### config.mk
export PLATFORM = sky130hd
export DESIGN_NAME = mem_arbiter
export DESIGN_NICKNAME = d
export VERILOG_FILES = /design/src/rtl/mem_arbiter.sv
export SDC_FILE = /design/constraint.sdc
export NUM_CORES = 1
export LEC_CHECK = 0
export ABC_AREA = 1
export BUFFER_PORTS_ARGS = -buffer_cell sky130_fd_sc_hd__buf_2
export CAP_MARGIN = 20
export CORE_MARGIN = 8
export CORE_UTILIZATION = 45
export DETAILED_ROUTE_END_ITERATION = 7
export GPL_ROUTABILITY_DRIVEN = 0
export PLACE_DENSITY = 0.8
export SKIP_LAST_GASP = 1
export SYNTH_ARGS = -nofsm -noshare
export SYNTH_HDL_FRONTEND = slang
export SYNTH_SLANG_ARGS = --single-unit
### constraint.sdc
create_clock -name CLK -period 4.25 [get_ports CLK]
set_input_delay 0.6375 -clock CLK [delete_from_list [all_inputs] [get_ports CLK]]
set_output_delay 0.6375 -clock CLK [all_outputs]
set_load 0.005 [all_outputs]
### src/rtl/mem_arbiter.sv
// ---------------------------------------------------------------------------
// mem_arbiter
//   This block is the responder end of the datapath memory interface. It takes
//   instruction-fetch and data (load/store) requests from the pipeline and puts
//   them onto one single-ported RAM. Data requests take priority over fetches.
//   For each completed access it returns a one-cycle registered ihit/dhit pulse,
//   which advances or stalls the pipeline.
//
// Parameters
//   ADDR_W    byte address width
//   DATA_W    word width
//   WAIT_MAX  maximum cycles in an access state without ram_ready before the
//             access is abandoned and mem_err is set
//
// Ports
//   CLK, nRST            clock (rising edge), async active-low reset
//   iREN, iaddr          fetch request (held until ihit) and address
//   dREN, dWEN           load / store request (held until dhit, never both)
//   daddr, dstore        data address and store data
//   ihit, iload          fetch complete pulse, fetched word
//   dhit, dload          data complete pulse, loaded word
//   ramREN, ramWEN       RAM read / write strobes
//   ramaddr, ramstore    RAM address and write data
//   ramload, ram_ready   RAM read data and access-complete
//   mem_err              sticky timeout flag
//
// Optional feature (macro MEM_ARB_PERF_EN)
//   Adds perf_ihits, perf_dhits and perf_stalls. These are saturating 32-bit
//   counters that count ihit pulses, dhit pulses, and access cycles spent
//   waiting on ram_ready. When the macro is undefined, these ports do not exist.
// ---------------------------------------------------------------------------
module mem_arbiter #(
  parameter int ADDR_W   = 32,
  parameter int DATA_W   = 32,
  parameter int WAIT_MAX = 15
) (
  input  logic              CLK,
  input  logic              nRST,
  input  logic              iREN,
  input  logic [ADDR_W-1:0] iaddr,
  input  logic              dREN,
  input  logic              dWEN,
  input  logic [ADDR_W-1:0] daddr,
  input  logic [DATA_W-1:0] dstore,
  output logic              ihit,
  output logic              dhit,
  output logic [DATA_W-1:0] iload,
  output logic [DATA_W-1:0] dload,
  output logic              ramREN,
  output logic              ramWEN,
  output logic [ADDR_W-1:0] ramaddr,
  output logic [DATA_W-1:0] ramstore,
  input  logic [DATA_W-1:0] ramload,
  input  logic              ram_ready,
  output logic              mem_err
`ifdef MEM_ARB_PERF_EN
  ,
  output logic [31:0]       perf_ihits,
  output logic [31:0]       perf_dhits,
  output logic [31:0]       perf_stalls
`endif
);

  // state | meaning
  // ------+--------------------------------------------------------------
  // IDLE  | no access; picks data over fetch when deciding the next one
  // IACC  | fetch on the RAM, waiting for ram_ready
  // DACC  | load/store on the RAM, waiting for ram_ready
  // IRESP | ihit pulse cycle, iload holds the fetched word
  // DRESP | dhit pulse cycle, dload holds the loaded word (loads only)
  typedef enum logic [2:0] {
    IDLE  = 3'd0,
    IACC  = 3'd1,
    DACC  = 3'd2,
    IRESP = 3'd3,
    DRESP = 3'd4
  } state_t;

  localparam int CNT_W = (WAIT_MAX < 2) ? 1 : $clog2(WAIT_MAX);

  state_t              state, nstate;
  logic [ADDR_W-1:0]   addr_q;
  logic [DATA_W-1:0]   store_q;
  logic                wen_q;
  logic [CNT_W-1:0]    cnt_q;
  logic                drop_q;
  logic [DATA_W-1:0]   iload_q, dload_q;
  logic                ihit_q, dhit_q;
  logic                err_q;

  logic                cap_i, cap_d;
  logic                acc;
  logic                req_held;
  logic                keep;
  logic                cnt_at_max;
  logic                timeout;

  assign cnt_at_max = (cnt_q == CNT_W'(WAIT_MAX - 1));

  always_comb begin
    nstate   = state;
    cap_i    = 1'b0;
    cap_d    = 1'b0;
    acc      = 1'b0;
    req_held = 1'b0;
    keep     = 1'b0;
    timeout  = 1'b0;
    case (state)
      IDLE: begin
        if (dREN || dWEN) begin
          nstate = DACC;
          cap_d  = 1'b1;
        end else if (iREN) begin
          nstate = IACC;
          cap_i  = 1'b1;
        end
      end
      IACC, DACC: begin
        acc      = 1'b1;
        req_held = (state == IACC) ? iREN : (dREN || dWEN);
        // A request that went away at any point during the access (pipeline
        // flush) still lets the RAM finish, but its result is thrown away.
        keep     = req_held && !drop_q;
        if (ram_ready) begin
          if (keep) nstate = (state == IACC) ? IRESP : DRESP;
          else      nstate = IDLE;
        end else if (cnt_at_max) begin
          timeout = 1'b1;
          nstate  = IDLE;
        end
      end
      IRESP, DRESP: nstate = IDLE;
      default:      nstate = IDLE;
    endcase
  end

  always_ff @(posedge CLK or negedge nRST) begin
    if (!nRST) begin
      state   <= IDLE;
      addr_q  <= '0;
      store_q <= '0;
      wen_q   <= 1'b0;
      cnt_q   <= '0;
      drop_q  <= 1'b0;
      iload_q <= '0;
      dload_q <= '0;
      ihit_q  <= 1'b0;
      dhit_q  <= 1'b0;
      err_q   <= 1'b0;
    end else begin
      state  <= nstate;
      ihit_q <= (nstate == IRESP);
      dhit_q <= (nstate == DRESP);

      if (cap_d) begin
        addr_q  <= daddr;
        store_q <= dstore;
        wen_q   <= dWEN;
      end else if (cap_i) begin
        addr_q  <= iaddr;
        store_q <= '0;
        wen_q   <= 1'b0;
      end

      if (cap_d || cap_i) begin
        cnt_q  <= '0;
        drop_q <= 1'b0;
      end else if (acc) begin
        cnt_q <= cnt_q + CNT_W'(1);
        if (!req_held) drop_q <= 1'b1;
      end

      if (nstate == IRESP)               iload_q <= ramload;
      if (nstate == DRESP && !wen_q)     dload_q <= ramload;
      if (timeout)                       err_q   <= 1'b1;
    end
  end

  // The RAM-side outputs decode directly from the state register. This means
  // the strobes fall together with the asynchronous reset of the state.
  assign ramREN   = (state == IACC) || (state == DACC && !wen_q);
  assign ramWEN   = (state == DACC) && wen_q;
  assign ramaddr  = (state == IACC || state == DACC) ? addr_q : '0;
  assign ramstore = (state == DACC && wen_q) ? store_q : '0;

  assign ihit    = ihit_q;
  assign dhit    = dhit_q;
  assign iload   = iload_q;
  assign dload   = dload_q;
  assign mem_err = err_q;

`ifdef MEM_ARB_PERF_EN
  logic [31:0] pih_q, pdh_q, pst_q;

  always_ff @(posedge CLK or negedge nRST) begin
    if (!nRST) begin
      pih_q <= '0;
      pdh_q <= '0;
      pst_q <= '0;
    end else begin
      if (ihit_q && (pih_q != '1))            pih_q <= pih_q + 32'd1;
      if (dhit_q && (pdh_q != '1))            pdh_q <= pdh_q + 32'd1;
      if (acc && !ram_ready && (pst_q != '1)) pst_q <= pst_q + 32'd1;
    end
  end

  assign perf_ihits  = pih_q;
  assign perf_dhits  = pdh_q;
  assign perf_stalls = pst_q;
`endif

endmodule

# After elaboration in Yosys (flattened, before gate mapping)
# Cells that the tools add are included.
[totals]
regBits = 140
input_bits = 134
out_inout_bits = 133
[classes]
add_sub_neg = 1
n_eq_ne = 6
n_mux = 31
n_reduce_logical = 15
[ops]
columns = ["operator", "n"]
rows = [
  ["32-bit two-way mux", 6],
  ["3-bit two-way mux", 6],
  ["1-bit two-way mux", 16],
  ["4-bit two-way mux", 2],
  ["3-bit by 2-bit equality test with 1-bit output (second input constant)", 2],
  ["3-bit one-hot mux with 2 select lines", 1],
  ["4-bit by 1-bit adder with 4-bit output (second input constant)", 1],
  ["4-bit equality test (second input constant)", 1],
  ["1-bit logical AND", 4],
  ["1-bit logical OR", 4],
  ["2-bit nonzero test", 2],
  ["3-bit by 1-bit equality test with 1-bit output (second input constant)", 1],
  ["3-bit equality test (second input constant)", 1],
  ["3-bit zero test", 1],
  ["1-bit zero test", 2],
  ["2-bit by 1-bit != test with 1-bit output (second input constant)", 1],
  ["2-bit AND reduction", 1],
  ["2-bit OR reduction", 1],
]

# Longest topological paths before layout
[depth]
word_depth = 8
mapped_depth = 11
depth_no_buf = 10

# Least setup slack after synthesis
# Ideal clock, no wire load.
[synth_path]
kind = "register to output"
start = "reg state[2]"
end = "out ramaddr[11]"
t_arrival_ns = 1.212
required_ns = 3.612
path_slack_ns = 2.401
stages_incl_launch_ff = 8
path_buffers = 2
cell_sequence = "dfrtp_1 -> nor2_4 -> nand2_2 -> nand2_2 -> inv_1 -> buf_2 -> buf_2 -> nor2_1"
[synth_via]
elab_chain_len = 3
elab_cells_between_ends = 4
[synth_rtl]
columns = ["item", "line_no", "source"]
rows = [
  ["start: declaration", "81", "state_t state, nstate;"],
  ["start signal: assignment", "151", "state <= nstate;"],
  ["3-bit by 1-bit equality test with 1-bit output / 3-bit by 2-bit equality test with 1-bit output (equally long branches)", "183", "assign ramaddr = (state == IACC || state == DACC) ? addr_q : '0;"],
  ["1-bit logical OR (*)", "183", ""],
  ["32-bit two-way mux (*)", "183", ""],
  ["end: declaration", "51", "output logic [ADDR_W-1:0] ramaddr,"],
]
# Every way passes the cells marked *; elsewhere a longest branch is shown, timed or not.

# Final worst setup path
[layout_path]
start = "reg state[0]"
end = "out ramstore[20]"
[layout_via]
elab_chain_len = 3
[layout_rtl]
columns = ["item", "line_no", "source"]
rows = [
  ["3-bit by 2-bit equality test with 1-bit output", "184", "assign ramstore = (state == DACC && wen_q) ? store_q : '0;"],
  ["1-bit logical AND", "184", ""],
  ["32-bit two-way mux", "184", ""],
  ["end: declaration", "52", "output logic [DATA_W-1:0] ramstore,"],
]
# Every way passes these cells.

==> qor.txt <==
status = complete, no violations
Max Buffers Root-to-Sink = 2
path type of the worst setup path = flip-flop to output port
setup repair after global routing missed its margin = no
total vias in the final route = 6031
Root Buffer Master = sky130_fd_sc_hd__clkbuf_16
Initial Utilization = 0.458
Setup Viol. Count Final = 0
Finished Layout Cells = 1203
sequential share of the synthesized area = 0.556
CP Max Fanout = 32
top cell type's share of synthesized area = 0.556
via count of the first global-routing pass = 5925
DR WL/cell = 15.5 um
post-CTS setup-driven buffer insertion count = 0
die width = 134 um
antenna-violating nets left = 0
largest area contributor in the synthesized netlist = sky130_fd_sc_hd__dfrtp_1
period utilisation layout = 0.667
power density over the cells = 805 nW/um2
Clock Sinks = 140
post-synthesis instance total = 764
Buffers on Ports = 266
number of max-slew violations in the final report = 0
setup clock skew after layout = 0.00868 ns
max frequency = 353 MHz
maximum number of pins on one net before global-route repair = 106
height of the die = 134 um
number of gates given a new drive strength after cts = 0
Crit. Startpoint = state[0]
fraction of layout instances using a drive strength above 1 = 0.309
total wire length after detailed routing = 18700 um
net switching component of the power = 2.64 mW
level count of the clock H-tree = 4
most repeated library cell on the critical path = sky130_fd_sc_hd__nor2_1
transition time of the tightest slew-check pin = 0.993 ns
MaxCap Viol Count = 0
cell types occupying the most area after synthesis = sky130_fd_sc_hd__dfrtp_1, sky130_fd_sc_hd__inv_1, sky130_fd_sc_hd__nand2_1
Flop pwr share = 0.329
Leakage = 4.92 nW
capture point of the worst reg-to-reg path = iload[7]
area enclosed by the die boundary = 18100 um2
cells traversed along the worst timing path = inv_2 -> nand3b_1 -> nor2_1 -> inv_1 -> nor2_1 -> buf_2
number of register bits inferred by synthesis = 140
highest-delay cell along the critical path = sky130_fd_sc_hd__inv_1
clock insertion delay at the later pin of the skew report = 0.41 ns
portion of total power attributed to combinational logic = 0.426
number of rows created at floorplan = 43
Iter 0 DRT Violations = 386
number of distinct library cell variants in the gate-level netlist after synthesis = 26
relative area change from synthesis to final layout = 33.3%
global-route wire length before repair = 30000 um
CTS tree = yes
Max transition margin = 0.338
shortest period the worst path allows = 2.84 ns
remaining global-route overflow = 0
all-layer global routing usage = 0.206
min-delay worst type = primary input to async pin
final number of hold-violating endpoints = 0
nets@finish = 1146
count of hold buffers inserted by post-cts repair = 0
Critical R2R Launch = state[2]
final total negative setup slack = 0 ns
type of origin of the critical path = flip-flop
Core ar. = 13800 um2
data required time at the worst endpoint = 3.61 ns
detailed-routing iteration count for the pre-antenna-repair pass = 5
worst hold slack after final layout = 0.354 ns
category of the worst setup path capture point = output port
CTS clk-pin slew, worst paths = 0.06 ns
post-synthesis instance area = 6310 um2
Setup crit end = ramstore[20]
Antenna diodes = 0
final design instance area without fill = 8410 um2
arrival time at the worst endpoint = 2.20 ns
vias per std cell = 5.01
Power Internal = 4.12 mW
switching share of power = 0.391
count of synthesis-stage warnings from yosys = 0
register-to-register setup slack = 1.58 ns
Placed Instance Area = 7730 um2
antenna violations before repair = 0
I/O pin count = 267
share of power burned in the clock network = 0.245
DR DRC count = 0
number of cells traversed by the worst register-to-register path = 8
post-synthesis average cell area = 8.25 um2
placed wire-length estimate = 13200 um
crit-path max cell delay = 0.46 ns
Inst Count DP = 1171
peak supply drop = 394 uV
synthesized netlist net count = 900
overall power = 6.77 mW
Num CTS Buffers = 17
[layout make-up]
class,count,area (um2)
fill,1227,5370
sequential,140,3500
multi-input combinational,436,2060
timing repair buffer,276,1430
clock buffer,27,523
inverter,139,522
tap,180,225
clock inverter,5,150
[per-stage QoR]
stage / utilization / worst slack (ns)
final: 0.610 / 1.41
after global routing: 0.610 / 1.12
after CTS: 0.610 / 1.33
after detailed placement: 0.561 / 1.45
after global placement: 0.560 / 1.49
after floorplan: - / 2.40
[how the worst min path moves through the flow]
stage / endpoint / slack (ns) / depth (start not counted)
2_1_floorplan: addr_q[0] / 0.34 / 0
3_3_place_gp: dload[15] / 0.45 / 2
3_5_place_dp: dload[24] / 0.45 / 2
4_1_cts: iload[18] / 0.39 / 1
5_1_grt: dload[14] / 0.41 / 1
6_report: dload[14] / 0.35 / 1
[power groups by stage]
stage	sequential (mW)	clock [mW]	combinational (mW)
finish	2.23	1.66	2.88
global route	2.30	1.74	3.27
CTS	2.23	1.69	2.91
detailed placement	2.24	0	2.89
global placement	2.23	0	2.81
floorplan	2.23	0	1.76
[per-layer routing]
metal | track usage | part of all wire | vias up
met5 | 0 | 0 | -
met4 | 0.0873 | 0.024 | 0
met3 | 0.0625 | 0.079 | 39
met2 | 0.336 | 0.50 | 268
met1 | 0.246 | 0.40 | 2800
li1 | - | - | 2924
[Yosys cell counts, drive strengths merged]
cell type	count
inv	138
nand4	35
o31ai	1
a21oi	1
a211oi	1
clkbuf	21
o22ai	32
dfrtp	140
nor2	77
nand3b	2
clkinv	1
and3	1
nand3	39
o21ai	100
nand2	142
buf	28
ha	2
nor3	3
[sequential cells by signal, summed over array words and instances (netlist names), 3 cells and up]
signal	flops
addr_q	32
dload	32
iload	32
store_q	32
cnt_q	4
state	3
[worst max-delay path, delay by kind of cell, from the launching register on]
kind	cells	cell delay, ns
DFF	1	0.43
and+or+nand+nor	3	0.65
buffers and inverters	3	0.72
[layout by cell type, fill, tap and decap left out, types with 2 or more instances in the layout]
cell	n
sky130_fd_sc_hd__nand3_1	39
sky130_fd_sc_hd__o22ai_1	32
sky130_fd_sc_hd__buf_4	9
sky130_fd_sc_hd__o21ai_0	99
sky130_fd_sc_hd__bufinv_16	5
sky130_fd_sc_hd__nand2_1	136
sky130_fd_sc_hd__nand4_1	34
sky130_fd_sc_hd__clkbuf_8	6
sky130_fd_sc_hd__clkbuf_16	17
sky130_fd_sc_hd__nor3_1	3
sky130_fd_sc_hd__ha_1	2
sky130_fd_sc_hd__dfrtp_1	140
sky130_fd_sc_hd__inv_1	137
sky130_fd_sc_hd__nor2_1	75
sky130_fd_sc_hd__nand2_2	6
sky130_fd_sc_hd__clkbuf_1	4
sky130_fd_sc_hd__buf_2	265
[kinds of logic after synthesis]
| kind of cell | after synthesis | share of synthesized area |
|---|---|---|
| adder cells (fa/ha/maj) | 2 | 0.00397 |
| AND/OR/NAND/NOR | 299 | 0.207 |
| AO/OA/AOI/OAI | 135 | 0.115 |
| flip-flops | 140 | 0.556 |
| buffers and inverters | 188 | 0.119 |
Note: power is estimated with default switching activity, not from simulation.
